[src/rtl/detection_pkg.sv]
// Shared types for the candidate collection path: coordinate width, FIFO entry and FSM state.
package detection_pkg;

    localparam int unsigned COORD_W = 12;

    typedef struct packed {
        logic [COORD_W-1:0] x;
        logic [COORD_W-1:0] y;
    } cand_t;

    typedef enum logic [1:0] {
        IDLE    = 2'd0,
        COLLECT = 2'd1,
        DRAIN   = 2'd2
    } coll_state_t;

endpackage

[src/rtl/cand_fifo.sv]
// Synchronous first-word-fall-through FIFO of cand_t entries with flush.
// Pointers carry a wrap bit so full and empty are told apart without a counter.
module cand_fifo
    import detection_pkg::*;
#(
    parameter int unsigned DEPTH = 64
) (
    input  logic  clk_i,
    input  logic  rst_ni,
    input  logic  flush_i,
    input  logic  wen_i,
    input  cand_t wdata_i,
    input  logic  ren_i,
    output cand_t rdata_o,
    output logic  full_o,
    output logic  empty_o
);

    localparam int unsigned AW    = $clog2(DEPTH);
    localparam int unsigned PTR_W = AW + 1;

    logic [PTR_W-1:0] wptr_q, wptr_d;
    logic [PTR_W-1:0] rptr_q, rptr_d;
    cand_t            mem_q [DEPTH];

    assign empty_o = (wptr_q == rptr_q);
    assign full_o  = (wptr_q[AW] != rptr_q[AW]) && (wptr_q[AW-1:0] == rptr_q[AW-1:0]);
    assign rdata_o = mem_q[rptr_q[AW-1:0]];

    always_comb begin
        wptr_d = wptr_q;
        rptr_d = rptr_q;
        if (flush_i) begin
            wptr_d = '0;
            rptr_d = '0;
        end else begin
            if (wen_i && !full_o) wptr_d = wptr_q + PTR_W'(1);
            if (ren_i && !empty_o) rptr_d = rptr_q + PTR_W'(1);
        end
    end

    always_ff @(posedge clk_i) begin
        if (!rst_ni) begin
            wptr_q <= '0;
            rptr_q <= '0;
        end else begin
            wptr_q <= wptr_d;
            rptr_q <= rptr_d;
        end
    end

    always_ff @(posedge clk_i) begin
        if (wen_i && !full_o && !flush_i) mem_q[wptr_q[AW-1:0]] <= wdata_i;
    end

endmodule

[src/rtl/candidate_collector.sv]
// Captures classifier hits of one frame into a FIFO, then drains them with valid/ready.
// Optional CANDIDATE_COLLECTOR_DEDUP_EN discards a hit equal to the last written entry.
module candidate_collector
    import detection_pkg::*;
#(
    parameter int unsigned DATA_WIDTH_12 = 12,
    parameter int unsigned FIFO_DEPTH    = 64,
    parameter int unsigned CNT_WIDTH     = 8
) (
    input  logic                     clk_fpga,
    input  logic                     reset_fpga,
    input  logic                     i_frame_start,
    input  logic                     i_frame_end,
    input  logic                     i_is_candidate,
    input  logic [DATA_WIDTH_12-1:0] i_xcoord,
    input  logic [DATA_WIDTH_12-1:0] i_ycoord,
    output logic                     o_valid,
    input  logic                     i_ready,
    output logic [DATA_WIDTH_12-1:0] o_xcoord,
    output logic [DATA_WIDTH_12-1:0] o_ycoord,
    output logic [CNT_WIDTH-1:0]     o_hit_count,
    output logic [CNT_WIDTH-1:0]     o_drop_count,
    output logic                     o_overflow,
    output logic                     o_frame_done,
    output logic                     o_busy
);

    localparam logic [CNT_WIDTH-1:0] CNT_MAX = '1;

    coll_state_t          state_q, state_d;
    logic [CNT_WIDTH-1:0] hit_cnt_q, hit_cnt_d;
    logic [CNT_WIDTH-1:0] drop_cnt_q, drop_cnt_d;
    logic                 ovf_q, ovf_d;
    cand_t                hit, head;
    logic                 fifo_full, fifo_empty, fifo_wen, fifo_ren;
    logic                 is_dup, drop;

    assign hit = '{x: i_xcoord, y: i_ycoord};

`ifdef CANDIDATE_COLLECTOR_DEDUP_EN
    cand_t last_q, last_d;
    logic  last_vld_q, last_vld_d;

    always_comb begin
        last_d     = last_q;
        last_vld_d = last_vld_q;
        if (i_frame_start) begin
            last_d     = '0;
            last_vld_d = 1'b0;
        end else if (fifo_wen) begin
            last_d     = hit;
            last_vld_d = 1'b1;
        end
    end

    always_ff @(posedge clk_fpga) begin
        if (!reset_fpga) begin
            last_q     <= '0;
            last_vld_q <= 1'b0;
        end else begin
            last_q     <= last_d;
            last_vld_q <= last_vld_d;
        end
    end

    assign is_dup = last_vld_q && (last_q == hit);
`else
    assign is_dup = 1'b0;
`endif

    // i_frame_start outranks everything, including a same-cycle hit or transfer.
    assign fifo_wen = !i_frame_start && i_is_candidate && !is_dup
                      && (state_q == COLLECT) && !fifo_full;
    assign drop     = !i_frame_start && i_is_candidate && !is_dup
                      && !((state_q == COLLECT) && !fifo_full);
    assign fifo_ren = o_valid && i_ready;

    cand_fifo #(
        .DEPTH (FIFO_DEPTH)
    ) u_fifo (
        .clk_i   (clk_fpga),
        .rst_ni  (reset_fpga),
        .flush_i (i_frame_start),
        .wen_i   (fifo_wen),
        .wdata_i (hit),
        .ren_i   (fifo_ren),
        .rdata_o (head),
        .full_o  (fifo_full),
        .empty_o (fifo_empty)
    );

    always_ff @(posedge clk_fpga) begin
        if (!reset_fpga) state_q <= IDLE;
        else             state_q <= state_d;
    end

    always_comb begin
        state_d = state_q;
        if (i_frame_start) begin
            state_d = COLLECT;
        end else begin
            case (state_q)
                COLLECT: if (i_frame_end) state_d = DRAIN;
                DRAIN:   if (fifo_empty) state_d = IDLE;
                default: state_d = state_q;
            endcase
        end
    end

    always_comb begin
        o_valid      = (state_q == DRAIN) && !fifo_empty;
        o_frame_done = (state_q == DRAIN) && fifo_empty && !i_frame_start;
        o_busy       = (state_q != IDLE);
    end

    always_comb begin
        hit_cnt_d  = hit_cnt_q;
        drop_cnt_d = drop_cnt_q;
        ovf_d      = ovf_q;
        if (i_frame_start) begin
            hit_cnt_d  = '0;
            drop_cnt_d = '0;
            ovf_d      = 1'b0;
        end else begin
            if (fifo_wen && hit_cnt_q != CNT_MAX) hit_cnt_d = hit_cnt_q + CNT_WIDTH'(1);
            if (drop) begin
                ovf_d = 1'b1;
                if (drop_cnt_q != CNT_MAX) drop_cnt_d = drop_cnt_q + CNT_WIDTH'(1);
            end
        end
    end

    always_ff @(posedge clk_fpga) begin
        if (!reset_fpga) begin
            hit_cnt_q  <= '0;
            drop_cnt_q <= '0;
            ovf_q      <= 1'b0;
        end else begin
            hit_cnt_q  <= hit_cnt_d;
            drop_cnt_q <= drop_cnt_d;
            ovf_q      <= ovf_d;
        end
    end

    // Coordinates are forced to zero whenever no entry is presented.
    assign o_xcoord     = o_valid ? head.x : '0;
    assign o_ycoord     = o_valid ? head.y : '0;
    assign o_hit_count  = hit_cnt_q;
    assign o_drop_count = drop_cnt_q;
    assign o_overflow   = ovf_q;

endmodule

[config.mk]
export PLATFORM = sky130hd
export DESIGN_NAME = candidate_collector
export DESIGN_NICKNAME = d
export VERILOG_FILES = /design/src/rtl/detection_pkg.sv /design/src/rtl/cand_fifo.sv /design/src/rtl/candidate_collector.sv
export SDC_FILE = /design/constraint.sdc
export NUM_CORES = 1
export LEC_CHECK = 0
export CAP_MARGIN = 0
export CORE_ASPECT_RATIO = 0.7
export CORE_MARGIN = 4
export CORE_UTILIZATION = 56
export DETAILED_ROUTE_END_ITERATION = 10
export GPL_ROUTABILITY_DRIVEN = 0
export PLACE_DENSITY = 0.75
export SYNTH_ARGS = -nofsm -noshare
export SYNTH_HDL_FRONTEND = slang
export SYNTH_SLANG_ARGS = --single-unit
[constraint.sdc]
create_clock -name clk_fpga -period 3.1 [get_ports clk_fpga]
set_clock_uncertainty 0.1 [all_clocks]
set_input_delay 0.465 -clock clk_fpga [delete_from_list [all_inputs] [get_ports clk_fpga]]
set_output_delay 0.465 -clock clk_fpga [all_outputs]
set_load 0.01 [all_outputs]
Word-level counts from Yosys, hierarchy flattened:

Memory sizes are Yosys's and may differ from the RTL's. A register that Yosys moved wholly into a read port is not among the register bits.
Cells that the tools add are included.

* multiplexer cells: 10
* add/subtract/negate cells: 4
* eq/ne operators: 11
* reduce and logical (&&, ||, !) cells: 25
* bitwise logic cells: 1

Operator list (number)
* 12-bit two-way mux: 2
* 8-bit by 1-bit adder with 8-bit output (second input constant): 2
* 8-bit != test (second input constant): 2
* 7-bit by 1-bit adder with 7-bit output (second input constant): 2
* 1-bit logical AND: 14
* 6-bit two-way mux: 2
* 7-bit equality test: 1
* 6-bit equality test: 1
* 3-bit != test (second input constant): 2
* 3-bit AND reduction: 2
* 1-bit zero test: 4
* 2-bit two-way mux: 2
* 2-bit != test (second input constant): 2
* 2-bit one-hot mux with 2 select lines: 1
* 2-bit nonzero test: 2
* 1-bit two-way mux: 3
* 3-bit nonzero test: 1
* 2-bit by 1-bit equality test with 1-bit output (second input constant): 1
* 2-bit equality test (second input constant): 1
* 2-bit AND reduction: 1
* 2-bit OR reduction: 1
* 1-bit != test: 1
* 1-bit NOT: 1

* output and inout port bits: 44
* bits in registers: 33
* RAM bits: 1536
* memories kept: 1
* logic and storage cells: 59
* input bits: 30

Memory list
* u_fifo.mem_q: words 64, width 24, read ports 1, clocked after Yosys merged registers in 1, wr ports 1, line cand_fifo.sv:24 `cand_t mem_q [DEPTH];`

Longest topological paths before layout:

* word-level depth: 8
* mapped depth: 10

Modules after synthesis:

Synthesis repeated with hierarchy kept, for this count alone.

* cells, all modules: 2930
* area total of the unflattened synthesis: 61525.3 sq um

Modules (own cells, without submodules)
* cand_fifo: cells each 2794, times used 1, area an instance 60434.2 sq um, seq. area each 46524.6 sq um
* candidate_collector: cells each 136, times used 1, area an instance 1091.0 sq um, seq. area each 380.4 sq um

Worst setup path before layout:

OpenSTA, ideal clock, no wires.

* path kind: register to register
* start: register u_fifo.wptr_q[4]
* end: memory u_fifo.mem_q[61][0] (netlist bit), enable pin
* period minus slack after synthesis: 3261 ps
* arrival: 2757 ps
* stages on the path, launching flop included: 8
* slack: -161 ps
* buffers on the path: 2
* setup time: 405 ps
* cell sequence: dfxtp_1 -> clkbuf_1 -> xor2_1 -> or3_1 -> o211a_1 -> clkbuf_1 -> nand4b_1 -> nor2_1

* cells in the longest elaborated chain, start to end: 8

Ends and longest elaborated chain
* from (decl): line cand_fifo.sv:22 `logic [PTR_W-1:0] wptr_q, wptr_d;`
* from (signal assigned): line cand_fifo.sv:47 `wptr_q <= wptr_d;`
* 6-bit equality test: line cand_fifo.sv:27 `assign full_o = (wptr_q[AW] != rptr_q[AW]) && (wptr_q[AW-1:0] == rptr_q[AW-1:0]);`
* 1-bit logical AND: line cand_fifo.sv:27
* 1-bit zero test: line cand_fifo.sv:53, candidate_collector.sv:73
* 1-bit logical AND: line candidate_collector.sv:73 `&& (state_q == COLLECT) && !fifo_full;`
* 1-bit logical AND (2 in series): line cand_fifo.sv:53 `if (wen_i && !full_o && !flush_i) mem_q[wptr_q[AW-1:0]] <= wdata_i;`
* 1-bit two-way mux: line cand_fifo.sv:53
* 1-bit two-way mux (not written as such): line cand_fifo.sv:53
* to (decl): line cand_fifo.sv:24

Parallel ways exist; a longest one is shown, timed or not.

==> flow_metrics.env <==
export IMPL_ys_seq_area_share_pct=77.6
export IMPL_holdWs_ps=53.0
export IMPL_timing_max_cap_violations=0
export IMPL_finalInstanceArea_um2=71800
export IMPL_grtUsageMet1_pct=42.6
export IMPL_setup_violation_total_in_the_final_timing_report=24
export IMPL_number_of_enable_type_register_cells_in_the_synthesized_netlist=1536
export IMPL_max_slew_worst_pin_slew_ps=1390
export IMPL_clk_insertion_delay_late_ps=760
export IMPL_clkSinkCount=1575
export IMPL_synth_ff_latch_count=1575
export IMPL_number_of_global_route_vias_before_repair=31200
export IMPL_synth_lib_cells_used_distinct=52
export IMPL_hp_class="input port to flop"
export IMPL_num_rows=100
export IMPL_most_numerous_cell_on_the_critical_path="buf_12"
export IMPL_hold_end="u_fifo.mem_q[53][22]$_DFFE_PP_"
export IMPL_detail_route_wl_per_cell_um=37.3
export IMPL_die_w_um=401
export IMPL_detail_route_first_pass_iterations=6
export IMPL_maxClockFrequency_ghz=0.245
export IMPL_areaGrowthSynthToFinish_pct=18.7
export IMPL_p_per_area_nw_per_um2=572
export IMPL_hold_viol_final=0
export IMPL_yosys_warnings=0
export IMPL_globalRouteTotalUtil_pct=29.7
export IMPL_hold_path_cell_cnt=1
export IMPL_first_pass_grt_wire_length_um=237000
export IMPL_dieHeight_um=283
export IMPL_seqPwrFrac_pct=56.8
export IMPL_r2r_worst_path_cells=8
export IMPL_rsz0062_at_grt="yes"
export IMPL_ys_async_sr_fraction_pct=0
export IMPL_path_delay_family="multiplexers"
export IMPL_ioPinCount=74
export IMPL_worst_hold_startpoint="i_xcoord[10]"
export IMPL_dr_total_vias=30900
export IMPL_synth_fp_nets=2590
export IMPL_synth_cells=2556
export IMPL_capturing_element_type_of_the_critical_path="output pin"
export IMPL_cts_root_buf="clkbuf_16"
export IMPL_synthFlopType="edfxtp_1"
export IMPL_worst_r2r_endpoint="u_fifo.mem_q[34][9]$_DFFE_PP_"
export IMPL_drive_above_1_share_pct=39.2
export IMPL_power_leakage_nw=22.2
export IMPL_area_occupied_by_multi_input_gates_um2=13500
export IMPL_detailed_placer_s_ending_hpwl_um=88700
export IMPL_cts_buffers=136
export IMPL_clockBufferDepth=3
export IMPL_grt_max_degree=65
export IMPL_p_clk_share_pct=42.0
export IMPL_power_total_mw=41.1
export IMPL_io_buffer_count=73
export IMPL_cts_tree="done"
export IMPL_most_common_library_cell_in_the_layout_ignoring_fill_and_taps="edfxtp_1"
export IMPL_postRouteAntennaNets=0
export IMPL_grt_total_ovfl=0
export IMPL_most_used_cells_in_the_layout_excluding_fill_and_tap_cells="edfxtp_1, mux4_2, buf_4, clkbuf_16, buf_12"
export IMPL_vdd_ir_drop_max_mv=0.706
export IMPL_floorplan_core_area_um2=107000
export IMPL_drc=0
export IMPL_worstReg2RegStart="u_fifo.rptr_q[4]$_SDFFE_PP0P_"
export IMPL_reg2reg_slack_ps=470
export IMPL_avgViaCountPerCell=6.88
export IMPL_crit_slowest_cell="mux4_2"
export IMPL_cp_slowest_stage_delay_ps=500
export IMPL_cp_start_kind="flop"
export IMPL_failed_checks="setup timing"
export IMPL_relSlewSlack_pct=7.64
export IMPL_critical_path_arrival_ps=3520
export IMPL_grt_busiest_layer="met2"
export IMPL_swShare_pct=19.9
export IMPL_antenna_found_initial=6
export IMPL_floorplan_initialDensity_pct=56.7
export IMPL_die_area_um2=113000
export IMPL_routed_wl_um=167000
export IMPL_cts_htree_levels=4
export IMPL_post_route_worst_setup_slack_ps=-983
export IMPL_worstPathCellList="buf_12, buf_12, buf_12, buf_16, buf_8, mux4_2, mux4_2, nor2b_4, a311o_1, buf_2"
export IMPL_groute_layer_met2_usage_pct=44.8
export IMPL_switchingPower_mw=8.19
export IMPL_clk_pin_slew_worst_paths_ps=60
export IMPL_comb_power_share_pct=1.2
export IMPL_fin_crit_ps=4080
export IMPL_placedInstanceArea_um2=65600
export IMPL_timing_critical_path_required_ps=2530
export IMPL_maximum_net_fanout_on_the_critical_path=6
export IMPL_synthesis_area_um2=60500
export IMPL_sequential_cell_area_um2=46900
export IMPL_layout_filler_cells=6100
export IMPL_global_route_usage_met3_pct=8.58
export IMPL_criticalPathCategory="flop to output pin"
export IMPL_num_nets_final=2987
export IMPL_initialDrtViolationCount=5445
export IMPL_final_min_period_over_clock_period_pct=132
export IMPL_mean_instance_size_in_the_synthesized_netlist_um2=23.7
export IMPL_run_status="complete, but fails checks"
export IMPL_int_pwr_mw=32.9
export IMPL_timing_max_transition_violations_final=0
export IMPL_crit_buf_inv=6
-- registers in the layout (all words and copies together) (netlist names), named ones only --
register	cells
o_overflow	1
o_drop_count	8
u_fifo.mem_q	1536
o_hit_count	8
u_fifo.wptr_q	7
u_fifo.rptr_q	7
state_q	2
-- synth_stat cells, types with 4 or more instances --
cell type  instances  area, µm²
edfxtp_1        1536      46100
mux4_2           478      10800
nor2_1            97        364
clkbuf_1          60        225
inv_1             48        180
nand2_1           42        158
dfxtp_1           39        781
buf_2             37        185
mux2_2            24        270
o221ai_1          22        193
nand3_1           17       85.1
buf_1             16       60.1
a21oi_1           14       70.1
xnor2_1           13        114
xor2_1            12        105
buf_4             10       75.1
buf_6             10        113
nand4_1            7       43.8
nor3_1             6       30.0
nand2b_1           5       31.3
nand3b_1           5       37.5
nor2b_1            5       31.3
or3_1              5       31.3
and3_1             4       25.0
ha_1               4       50.1
o21ai_0            4       20.0
-- repair_timing --
item                                    CTS  global route
gates resized for setup                 271            36
endpoints found under the setup margin   26            24
hold buffers                              0             0
gates cloned                             16             3
setup buffers                            64            14
pin swaps                                12             3
-- metrics by stage --
step	setup WS (ps)	TNS [ps]	cells	utilization [%]
2_1_floorplan	-161	-87710	2556	-
3_3_place_gp	-923	-14710	4163	61.5
3_5_place_dp	-923	-15030	4163	61.5
4_1_cts	-1080	-24070	4487	67.2
5_1_grt	-1030	-23360	4491	67.3
6_report	-983	-21990	4493	67.3
-- layout make-up --
cell class | instances | area share, %
inverter | 48 | 0.272
timing repair buffer | 392 | 6.99
clock inverter | 80 | 1.09
clock buffer | 167 | 5.02
tap | 1428 | 2.49
sequential | 1575 | 65.4
multi-input combinational | 800 | 18.8
antenna | 3 | 0.0105
-- routing by layer --
metal / wire length [µm] / part of all wire (%)
met1: 60300 / 36
met2: 78700 / 47
met3: 23100 / 14
met4: 5270 / 3.1
met5: 39 / 0.023
-- cell families after synthesis --
kind of cell,Yosys count,share of synthesized area [%]
xor+xnor,25,0.362
compound gates,57,0.699
buf+inv,181,1.39
flops,1575,77.6
fa+ha+maj,4,0.0828
mux,505,18.3
simple gates,209,1.59
-- how the worst max path moves through the flow --
stage                     slack [ps]                           from                             to  depth (start not counted)
after floorplan                 -160  u_fifo.wptr_q[4]$_SDFFE_PP0P_  u_fifo.mem_q[61][0]$_DFFE_PP_                          7
after global placement          -920                           flop                    o_xcoord[3]                          8
after detailed placement        -920                           flop                    o_xcoord[3]                          8
after CTS                      -1080                           flop                    o_xcoord[1]                         11
after global routing           -1030                           flop                   o_ycoord[10]                         10
final                           -980                           flop                   o_ycoord[10]                         10
-- power by group through the flow --
stage / Sequential, mW / Clock [mW] / Combinational (mW)
global placement: 23.8 / 0 / 0.430
CTS: 23.3 / 17.3 / 0.482
floorplan: 23.8 / 0 / 0.0496
finish: 23.3 / 17.3 / 0.499
global route: 23.3 / 18.3 / 0.531
detailed placement: 23.8 / 0 / 0.473
No activity file was read; power rests on OpenSTA's default activity.
